### config.mk
export PLATFORM = sky130hd
export DESIGN_NAME = chip8_fetch_unit
export DESIGN_NICKNAME = d
export VERILOG_FILES = /design/src/rtl/chip8_fetch_unit.sv
export SDC_FILE = /design/constraint.sdc
export NUM_CORES = 1
export LEC_CHECK = 0
export ABC_AREA = 1
export BUFFER_PORTS_ARGS = -buffer_cell sky130_fd_sc_hd__buf_2
export CAP_MARGIN = 20
export CORE_ASPECT_RATIO = 2
export CORE_UTILIZATION = 50
export DETAILED_ROUTE_END_ITERATION = 8
export PLACE_DENSITY = 0.76
export SLEW_MARGIN = 20
export SYNTH_ARGS = -nofsm -noshare
export SYNTH_HDL_FRONTEND = slang
export SYNTH_SLANG_ARGS = --single-unit
### constraint.sdc
create_clock -name clk -period 1.37 [get_ports clk]
set_input_delay 0.137 -clock clk [delete_from_list [all_inputs] [get_ports clk]]
set_output_delay 0.137 -clock clk [all_outputs]
set_load 0.01 [all_outputs]
### src/rtl/chip8_fetch_unit.sv
// CHIP-8 instruction fetch front-end: two byte reads per opcode over a fixed-latency memory port,
// valid/ready opcode output, PC redirect with flush. Optional counters under CHIP8_FETCH_PERF_EN.
module chip8_fetch_unit #(
    parameter int                 ADDR_W   = 12,
    parameter logic [ADDR_W-1:0]  RESET_PC = ADDR_W'('h200),
    parameter int                 MEM_LAT  = 1
) (
    input  logic              clk,
    input  logic              reset_n,
    input  logic              run,
    output logic [ADDR_W-1:0] mem_addr_out,
    output logic              mem_read,
    input  logic [7:0]        mem_data_in,
    output logic              op_valid,
    input  logic              op_ready,
    output logic [15:0]       op,
    output logic [ADDR_W-1:0] op_pc,
    input  logic              redirect_valid,
    input  logic [ADDR_W-1:0] redirect_pc,
    output logic              busy,
    output logic [2:0]        state_dbg
`ifdef CHIP8_FETCH_PERF_EN
    ,
    output logic [15:0]       perf_ops,
    output logic [15:0]       perf_stalls
`endif
);

    // Handshake: an opcode transfers in every cycle where op_valid and op_ready are both 1;
    // op/op_pc hold steady while op_valid=1 and op_ready=0. op_ready is ignored while op_valid=0.

    typedef enum logic [2:0] {
        IDLE    = 3'd0,
        REQ_HI  = 3'd1,
        REQ_LO  = 3'd2,
        WAIT    = 3'd3,
        PRESENT = 3'd4
    } state_t;

    localparam logic [ADDR_W-1:0] PC_ONE = ADDR_W'(1);
    localparam logic [ADDR_W-1:0] PC_TWO = ADDR_W'(2);

    state_t              state_q;
    logic [ADDR_W-1:0]   pc_q;
    logic [ADDR_W-1:0]   addr_q;
    logic [ADDR_W-1:0]   op_pc_q;
    logic                rd_q;
    logic                valid_q;
    logic [15:0]         op_q;
    logic [7:0]          hi_byte_q;
    logic [MEM_LAT-1:0]  hi_pipe_q, hi_pipe_d;
    logic [MEM_LAT-1:0]  lo_pipe_q, lo_pipe_d;
    logic                hi_arrive;
    logic                lo_arrive;

    // Tag pipes: stage i is set when the strobe issued i+1 cycles ago was the hi / lo byte.
    always_comb begin
        hi_pipe_d    = '0;
        lo_pipe_d    = '0;
        hi_pipe_d[0] = (state_q == REQ_HI);
        lo_pipe_d[0] = (state_q == REQ_LO);
        for (int i = 1; i < MEM_LAT; i++) begin
            hi_pipe_d[i] = hi_pipe_q[i-1];
            lo_pipe_d[i] = lo_pipe_q[i-1];
        end
        if (redirect_valid) begin
            hi_pipe_d = '0;
            lo_pipe_d = '0;
        end
    end

    assign hi_arrive = hi_pipe_q[MEM_LAT-1];
    assign lo_arrive = lo_pipe_q[MEM_LAT-1];

    always_ff @(posedge clk or negedge reset_n) begin
        if (!reset_n) begin
            state_q   <= IDLE;
            pc_q      <= RESET_PC;
            addr_q    <= RESET_PC;
            op_pc_q   <= RESET_PC;
            rd_q      <= 1'b0;
            valid_q   <= 1'b0;
            op_q      <= 16'h0000;
            hi_byte_q <= 8'h00;
            hi_pipe_q <= '0;
            lo_pipe_q <= '0;
        end else begin
            hi_pipe_q <= hi_pipe_d;
            lo_pipe_q <= lo_pipe_d;
            if (hi_arrive) begin
                hi_byte_q <= mem_data_in;
            end
            if (redirect_valid) begin
                // Wins over everything, including a same-cycle handshake's pc+2.
                pc_q    <= redirect_pc;
                valid_q <= 1'b0;
                if (run) begin
                    state_q <= REQ_HI;
                    addr_q  <= redirect_pc;
                    rd_q    <= 1'b1;
                end else begin
                    state_q <= IDLE;
                    rd_q    <= 1'b0;
                end
            end else begin
                case (state_q)
                    IDLE: begin
                        if (run) begin
                            state_q <= REQ_HI;
                            addr_q  <= pc_q;
                            rd_q    <= 1'b1;
                        end
                    end
                    REQ_HI: begin
                        state_q <= REQ_LO;
                        addr_q  <= pc_q + PC_ONE;
                        rd_q    <= 1'b1;
                    end
                    REQ_LO: begin
                        state_q <= WAIT;
                        rd_q    <= 1'b0;
                    end
                    WAIT: begin
                        if (lo_arrive) begin
                            op_q    <= {hi_byte_q, mem_data_in};
                            op_pc_q <= pc_q;
                            valid_q <= 1'b1;
                            state_q <= PRESENT;
                        end
                    end
                    PRESENT: begin
                        if (op_ready) begin
                            pc_q    <= pc_q + PC_TWO;
                            valid_q <= 1'b0;
                            if (run) begin
                                state_q <= REQ_HI;
                                addr_q  <= pc_q + PC_TWO;
                                rd_q    <= 1'b1;
                            end else begin
                                state_q <= IDLE;
                            end
                        end
                    end
                    default: begin
                        state_q <= IDLE;
                        rd_q    <= 1'b0;
                        valid_q <= 1'b0;
                    end
                endcase
            end
        end
    end

    assign mem_addr_out = addr_q;
    assign mem_read     = rd_q;
    assign op_valid     = valid_q;
    assign op           = op_q;
    assign op_pc        = op_pc_q;
    assign busy         = (state_q != IDLE);
    assign state_dbg    = state_q;

`ifdef CHIP8_FETCH_PERF_EN
    logic [15:0] perf_ops_q;
    logic [15:0] perf_stalls_q;

    always_ff @(posedge clk or negedge reset_n) begin
        if (!reset_n) begin
            perf_ops_q    <= 16'h0000;
            perf_stalls_q <= 16'h0000;
        end else begin
            if (valid_q && op_ready && (perf_ops_q != 16'hFFFF)) begin
                perf_ops_q <= perf_ops_q + 16'h0001;
            end
            if (valid_q && !op_ready && (perf_stalls_q != 16'hFFFF)) begin
                perf_stalls_q <= perf_stalls_q + 16'h0001;
            end
        end
    end

    assign perf_ops    = perf_ops_q;
    assign perf_stalls = perf_stalls_q;
`endif

endmodule
; ---- Word level (Yosys, flattened, before mapping)
; Cells that the tools add are included.
[word_totals]
reg_bits = 67
in_bits = 25
output_inout_bits = 46
wordCells = 63
[classes]
add_sub_neg = 2
eq_ne = 12
muxes = 26
n_bitwise = 1
reduce_logical = 12
[op_table]
columns = op, count
row1 = 2-to-1 mux 12 bit, 8
row2 = one-hot mux 12 bit (3 select lines), 1
row3 = one-hot mux 3 bit (5 select lines), 1
row4 = adder 12 x 1 -> 12 bit (second input constant), 1
row5 = adder 12 x 2 -> 12 bit (second input constant), 1
row6 = 2-to-1 mux 3 bit, 4
row7 = != test 3 bit (second input constant), 4
row8 = 2-to-1 mux 1 bit, 10
row9 = AND reduction 3 bit, 3
row10 = == test 3 x 2 -> 1 bit (second input constant), 2
row11 = != test 2 bit (second input constant), 3
row12 = AND reduction 5 bit, 1
row13 = one-hot mux 1 bit (4 select lines), 1
row14 = AND reduction 2 bit, 2
row15 = nonzero test 2 bit, 2
row16 = nonzero test 4 bit, 1
row17 = == test 3 x 1 -> 1 bit (second input constant), 1
row18 = == test 3 bit (second input constant), 1
row19 = zero test 3 bit, 1
row20 = one-hot mux 1 bit (3 select lines), 1
row21 = nonzero test 3 bit, 1
row22 = OR reduction 3 bit, 1
row23 = != test 2 x 1 -> 1 bit (second input constant), 1
row24 = NOT 1 bit, 1

; ---- Depth between registers and ports, before layout
; Gate-level depths: netlist of run 1.
[logic_depth]
word_depth = 5
ltp_mapped = 10

; ---- Least setup slack after synthesis of run 1
; No wires, ideal clock.
[synth_timing]
path_kind = register -> register
start = register state_q[2] (netlist: state_dbg[2])
end = register addr_q[0] (netlist: mem_addr_out[0])
setup_time_ns = 0.119
t_arrival_ns = 1.403
path_slack_ns = -0.152
stages_incl_launch_ff = 9
n_path_buf = 1
synth_period_minus_slack_ns = 1.522
path_cell_list = dfrtp_1 inv_2 nand3_4 nand2_2 nand3_4 nor2_4 buf_6 nand4_2 o21a_1
[synth_via]
elab_chain_cells = 3
[synth_rtl]
columns = element, line_no
row1 = start: declaration, 43  ; state_t state_q;
row2 = start signal: assignment, 77  ; state_q <= IDLE;
row3 = start signal: assignment, 98  ; state_q <= REQ_HI;
row4 = start signal: assignment, 102  ; state_q <= IDLE;
row5 = == test 3 bit (tied with other cells), 106  ; case (state_q)
row6 = != test 3 bit (no source line) (tied with other cells), -
row7 = AND reduction 5 bit (no source line) or 2-to-1 mux 12 bit (tied branches), -
row8 = end signal: assignment, 99  ; addr_q <= redirect_pc;
row9 = end signal: assignment, 110  ; addr_q <= pc_q;
row10 = end signal: assignment, 116  ; addr_q <= pc_q + PC_ONE;
row11 = end: declaration, 45  ; logic [ADDR_W-1:0] addr_q;
; Several ways; a longest one is shown, not always the timed one.
; A chain may end at the register's enable or synchronous reset.

; ---- Worst setup path in the final report of run 1
[layout_timing]
start = register state_q[0] (netlist: state_dbg[0])
end = register addr_q[1] (netlist: mem_addr_out[1])
; The elaborated chain is that of the path after synthesis.

==> impl_metrics.env, run 1 <==
export IMPL_status="finished with violations"
export IMPL_violations="setup timing"
export IMPL_num_rows=43
export IMPL_initialDrtViolationCount=249
export IMPL_clkSinkCount=67
export IMPL_reg2reg_to="mem_addr_out[1]$_DFFE_PN0P_"
export IMPL_max_freq_ghz=0.605
export IMPL_start_util_pct=51.5
export IMPL_regToRegSetupSlack_ns=-0.28
export IMPL_wire_per_inst_um=16.8
export IMPL_setup_viol=55
export IMPL_drtPass1Iterations=5
export IMPL_drt_wl_total_um=11200
export IMPL_final_area_um2=5220
export IMPL_maxSlewHeadroom_pct=66.7
export IMPL_overflow=0
export IMPL_cts_htree_levels=3
export IMPL_fp_dieH_um=121
export IMPL_cts_buffers=9
export IMPL_netlist_area_um2=3550
export IMPL_core_um2=6890
export IMPL_cts_buffer_depth=2
export IMPL_critPathCaptureType="flop"
export IMPL_syn_to_final_growth_pct=47.0
export IMPL_synth_seq_area_share_pct=47.4
export IMPL_ys_ff_latch=67
export IMPL_rsz0062_at_grt="true"
export IMPL_power_density_nw_per_um2=1820
export IMPL_die_width_um=61.6
export IMPL_crit_slowest_cell="dfrtp_2"
export IMPL_placedCellCount=629
export IMPL_final_hold_violation_count=0
export IMPL_worstPathRequired_ns=1.61
export IMPL_place_hpwl_um=7120
export IMPL_syn_nets=456
export IMPL_postSynthCellCount=429
export IMPL_drive_gt1_share_pct=40.7
export IMPL_fin_skew_ns=0.00464
export IMPL_yosys_warnings=0
export IMPL_crit_chain="nor2_4 -> buf_6 -> nor2_4 -> nand2_2 -> nand3_4 -> nor2_4 -> buf_6 -> nor2_2 -> a31oi_1"
export IMPL_gp_congestion=0.906
export IMPL_tightest_slew_ns=0.500
export IMPL_fin_cells=667
export IMPL_first_global_vias=3698
export IMPL_worstHoldStart="mem_data_in[6]"
export IMPL_fill_cells=492
export IMPL_grt_start_max_net_pins=35
export IMPL_grt_pass1_wl_um=17600
export IMPL_finalCriticalPeriod_ns=1.65
export IMPL_arrival_ns=1.90
export IMPL_io_pins=71
export IMPL_cts_root_buffer="clkbuf_16"
export IMPL_dieArea_um2=7460
export IMPL_drt_antenna_violating_nets=0
export IMPL_synth_cell_types=47
export IMPL_slew_violations=0
export IMPL_power_uw=9490
export IMPL_syn_avg_cell_area_um2=8.27
export IMPL_n_antenna_cell=0
export IMPL_gr_usage_all_layers_pct=32.7
export IMPL_path_delay_family="simple AND/OR/NAND/NOR gates"
export IMPL_min_period_over_period_pct=121
export IMPL_place_area_um2=4430
export IMPL_path_common_cell="nor2_4"
export IMPL_finalNetCount=599
export IMPL_insertion_delay_ns=0.33
export IMPL_ys_flop_type="dfrtp_1"
export IMPL_hold_path_class="in2reg"
export IMPL_fin_hold_ws_ns=0.0378
export IMPL_fin_util_pct=75.8
export IMPL_yosys_area_top_type="dfrtp_1"
export IMPL_ir_drop_mv=1.14
export IMPL_worstReg2RegStart="state_dbg[0]$_DFFE_PN0P_"
export IMPL_yosys_top_cells_area="dfrtp_1, nand2_1, o21ai_0, inv_1, nand3_1"
export IMPL_reg2regPathDepth=9
export IMPL_slowest_delay_ns=0.43
export IMPL_netlist_area_leader_share_pct=45.1
export IMPL_drc=0
export IMPL_grt_antenna_before_repair=0
export IMPL_path_buf_inv=2
export IMPL_finalWorstSetupSlack_ns=-0.283
export IMPL_worstHoldPathCells=3
export IMPL_async_flop_share_pct=100
export IMPL_synth_edf_count=0
export IMPL_startpoint_type="flop"
export IMPL_cts_tree="built"
export IMPL_numPortBuffers=70
export IMPL_num_vias=3646
export IMPL_crit_fanout=5
export IMPL_crit_type="reg2reg"
export IMPL_whs_endpoint="hi_byte_q[6]$_DFFE_PN0P_"
export IMPL_total_leakage_power_uw=0.00267
export IMPL_clk_pin_slew_ns=0.05
export IMPL_drv_cap=0
export IMPL_via_per_inst=5.47
==> power by group <==
part | switching [uW] | leakage (uW) | total [uW] | internal (uW)
Combinational | 2110 | 0.00168 | 3750 | 1650
Sequential | 473 | 0.000831 | 3220 | 2740
Clock | 828 | 0.000157 | 2520 | 1690
Total | 3410 | 0.00267 | 9490 | 6090
==> cell usage in the layout, fill, tap and decap left out, types with 3 or more instances in the layout <==
master,Yosys,layout
nand3_1,28,24
mux2_2,8,8
dfrtp_1,64,57
clkbuf_16,0,10
a21oi_1,11,10
nand3_2,2,4
nor2_1,33,22
inv_4,2,3
nor2_4,2,8
inv_2,3,4
buf_6,2,12
inv_1,45,41
nor3_2,0,3
clkbuf_1,5,3
o211ai_2,5,5
o21ai_0,39,34
nand3_4,3,5
o21ai_1,1,6
nor2_2,2,8
buf_2,4,70
dfrtp_2,0,7
buf_16,0,3
buf_12,0,5
nand4_1,10,10
dfstp_2,3,3
nand2_2,1,3
buf_4,1,53
nand2_1,119,117
==> registers in the layout, indices dropped and copies added, names as in the netlist <==
register	cells
hi_arrive	1
hi_byte_q	8
lo_arrive	1
mem_addr_out	12
mem_read	1
op	16
op_pc	12
op_valid	1
pc_q	12
state_dbg	3
==> how the worst max path moves through the flow <==
| stage | startpoint | endpoint | slack [ns] | depth (start not counted) |
|---|---|---|---|---|
| after floorplan | state_dbg[0]$_DFFE_PN0P_ | mem_addr_out[0]$_DFFE_PN0P_ | -0.09 | 8 |
| after global placement | state_dbg[1]$_DFFE_PN0P_ | mem_addr_out[1]$_DFFE_PN0P_ | -0.21 | 8 |
| after detailed placement | state_dbg[1]$_DFFE_PN0P_ | mem_addr_out[1]$_DFFE_PN0P_ | -0.24 | 8 |
| after CTS | state_dbg[0]$_DFFE_PN0P_ | op[0]$_DFFE_PN0P_ | -0.19 | 7 |
| after global routing | state_dbg[0]$_DFFE_PN0P_ | mem_addr_out[1]$_DFFE_PN0P_ | -0.30 | 9 |
| final | state_dbg[0]$_DFFE_PN0P_ | mem_addr_out[1]$_DFFE_PN0P_ | -0.28 | 9 |
==> through the flow <==
stage	setup TNS (ns)	setup WS [ns]
6_report	-7.40	-0.283
4_1_cts	-4.77	-0.191
5_1_grt	-10.58	-0.298
2_1_floorplan	-0.756	-0.0881
3_5_place_dp	-4.18	-0.242
3_3_place_gp	-3.00	-0.209
==> tightest hold or removal path, stage by stage <==
cell and delay [ns]:
buf_2 0.09, nand2_1 0.04, o21ai_0 0.06
==> final cells by class <==
| type | count | area [um2] | area share [%] |
|---|---|---|---|
| clock buffer | 14 | 264 | 5.06 |
| multi-input combinational | 297 | 1770 | 34.0 |
| clock inverter | 2 | 60.1 | 1.15 |
| timing repair inverter | 1 | 8.76 | 0.168 |
| timing repair buffer | 145 | 1100 | 21.1 |
| tap | 90 | 113 | 2.16 |
| sequential | 67 | 1690 | 32.4 |
| inverter | 51 | 209 | 4.00 |
==> cell families after synthesis <==
family                   count (synthesis)  share of synthesized area (%)
flip-flops                              67                           47.4
adder cells (fa/ha/maj)                  2                          0.705
buffers and inverters                   66                           7.86
multiplexers                             8                           2.54
AND/OR/NAND/NOR                        211                           27.3
XOR/XNOR                                 4                          0.987
AO/OA/AOI/OAI                           71                           13.3
==> cell usage after synthesis (all sizes together) (2+ instances only) <==
cell,count
nand2,121
dfrtp,64
inv,50
o21ai,41
nor2,37
nand3,33
a21oi,12
nand4,12
buf,8
mux2,8
clkbuf,7
o211ai,7
a31oi,4
nor3,4
xor2,4
dfstp,3
or2,3
ha,2
==> layer usage <==
layer | global-route usage [%] | part of all wire [%] | up-vias
met5 | 0 | 0 | -
met1 | 34.1 | 35 | 1759
met4 | 21.8 | 4.4 | 0
met2 | 55.1 | 56 | 148
li1 | - | - | 1698
met3 | 7.78 | 4.9 | 41
==> what timing repair did <==
item / 4_1_cts / 5_1_grt
cloned: 5 / 1
setup buffers: 9 / 6
resized for setup: 31 / 37
endpoints found under the setup margin: 40 / 54
endpoints found under the hold margin: 12 / 0
pin swaps: 6 / 3
hold buffers: 1 / 0
Power figures use the tool's default switching activity.
==> run 2: changes to the inputs <==
- CORE_ASPECT_RATIO: 2 -> 0.7
==> impl_metrics.env, run 2 (synthesized netlist as in run 1, its figures left out) <==
export IMPL_worstHoldPathCells=3
export IMPL_cts_htree_levels=3
export IMPL_cts_root_buffer="clkbuf_8"
export IMPL_cts_tree="built"
export IMPL_startpoint_type="flop"
export IMPL_num_rows=25
export IMPL_drv_cap=0
export IMPL_die_width_um=103
export IMPL_largest_reg_flops=16
export IMPL_grt_antenna_before_repair=0
export IMPL_total_leakage_power_uw=0.00256
export IMPL_clkSinkCount=67
export IMPL_via_per_inst=5.29
export IMPL_violations="setup timing"
export IMPL_num_vias=3522
export IMPL_setup_viol=39
export IMPL_regToRegSetupSlack_ns=-0.22
export IMPL_crit_type="reg2reg"
export IMPL_syn_to_final_growth_pct=40.0
export IMPL_fin_skew_ns=0.0135
export IMPL_fin_cells=666
export IMPL_finalCriticalPeriod_ns=1.59
export IMPL_cts_buffers=9
export IMPL_status="finished with violations"
export IMPL_drt_wl_total_um=10400
export IMPL_power_density_nw_per_um2=1710
export IMPL_clk_pin_slew_ns=0.08
export IMPL_first_global_vias=3283
export IMPL_arrival_ns=1.82
export IMPL_power_uw=8480
export IMPL_cts_buffer_depth=2
export IMPL_start_util_pct=52.0
export IMPL_tightest_slew_ns=0.509
export IMPL_mostFrequentLayoutCell="nand2_1"
export IMPL_min_period_over_period_pct=116
export IMPL_hold_path_class="in2reg"
export IMPL_grt_start_max_net_pins=68
export IMPL_n_antenna_cell=0
export IMPL_numPortBuffers=70
export IMPL_finalWorstSetupSlack_ns=-0.222
export IMPL_core_um2=6820
export IMPL_gp_congestion=0.922
export IMPL_crit_fanout=4
export IMPL_initialDrtViolationCount=168
export IMPL_fin_hold_ws_ns=0.0129
export IMPL_maxSlewHeadroom_pct=66.1
export IMPL_overflow=0
export IMPL_gr_usage_all_layers_pct=29.6
export IMPL_final_cell_mix="nand2_1, buf_2, dfrtp_1, buf_4, inv_1"
export IMPL_drtPass1Iterations=5
export IMPL_dp_slack_ns=-0.247
export IMPL_fp_dieH_um=72.5
export IMPL_io_pins=71
export IMPL_ir_drop_mv=0.898
export IMPL_critPathCaptureType="flop"
export IMPL_max_freq_ghz=0.628
export IMPL_reg2regPathDepth=7
export IMPL_drc=0
export IMPL_place_hpwl_um=6830
export IMPL_rsz0062_at_grt="true"
export IMPL_wire_per_inst_um=15.6
export IMPL_finalNetCount=594
export IMPL_final_hold_violation_count=0
export IMPL_setup_tns_ns=-4.37
export IMPL_grt_pass1_wl_um=16200
export IMPL_slew_violations=0
export IMPL_placedCellCount=626
export IMPL_drive_gt1_share_pct=42.5
export IMPL_worstPathRequired_ns=1.60
export IMPL_insertion_delay_ns=0.36
export IMPL_drt_antenna_violating_nets=0
export IMPL_dieArea_um2=7440
-- run 2: final timing paths --
path | start | end
worst max-delay path | pc_q[1]$_DFFE_PN0N_ | mem_addr_out[2]$_DFFE_PN0P_
worst min-delay path | mem_data_in[6] | hi_byte_q[6]$_DFFE_PN0P_
max in group asynchronous | reset_n | pc_q[9]$_DFFE_PN1N_
worst max register to register | pc_q[1]$_DFFE_PN0N_ | mem_addr_out[2]$_DFFE_PN0P_
min in group asynchronous | reset_n | op[14]$_DFFE_PN0P_
worst min register to register | mem_addr_out[3]$_DFFE_PN0P_ | mem_addr_out[3]$_DFFE_PN0P_
-- run 2: worst max-delay path: stages, from the launching register on --
cell,delay (ns)
dfrtp_2,0.45
ha_2,0.22
buf_4,0.13
buf_4,0.13
nor2_1,0.08
nor2_1,0.06
a21boi_0,0.29
a31oi_2,0.13
-- run 2: cell type report --
type | count | area, um2
Clock buffer | 10 | 138
Timing Repair inverter | 1 | 6.26
Timing Repair Buffer | 141 | 981
Clock inverter | 6 | 40.0
Inverter | 51 | 206
Multi-Input combinational cell | 296 | 1790
Tap cell | 94 | 118
Fill cell | 520 | 1850
Sequential cell | 67 | 1690
-- run 2: power by group --
group          leakage, uW  total, uW  internal (uW)  switching [uW]
Combinational      0.00163       3690           1660            2030
Clock            0.0000924       1530            706             829
Sequential        0.000833       3250           2740             518
-- run 2: per-layer routing --
| metal | part of all wire [%] | global-route usage [%] | vias up |
|---|---|---|---|
| met5 | 0 | 0 | - |
| met4 | 1.4 | 9.52 | 0 |
| met3 | 8.3 | 8.67 | 20 |
| met2 | 46 | 44.5 | 159 |
| met1 | 45 | 41.1 | 1655 |
| li1 | - | - | 1688 |
-- run 2: per-stage QoR --
| stage | util [%] | cell area (um2) |
|---|---|---|
| finish | 72.9 | 4970 |
| floorplan | - | 3580 |
| global route | 72.9 | 4970 |
| CTS | 70.1 | 4780 |
| global placement | 63.9 | 4360 |
| detailed placement | 63.9 | 4360 |
-- run 2: what timing repair did --
| item | 4_1_cts | 5_1_grt |
|---|---|---|
| resized for setup | 39 | 58 |
| gates cloned | 2 | 0 |
| endpoints found under the hold margin | 65 | 0 |
| hold buffers | 2 | 0 |
| setup buffers | 13 | 9 |
| setup endpoints to repair | 39 | 57 |
| pin swaps | 5 | 10 |
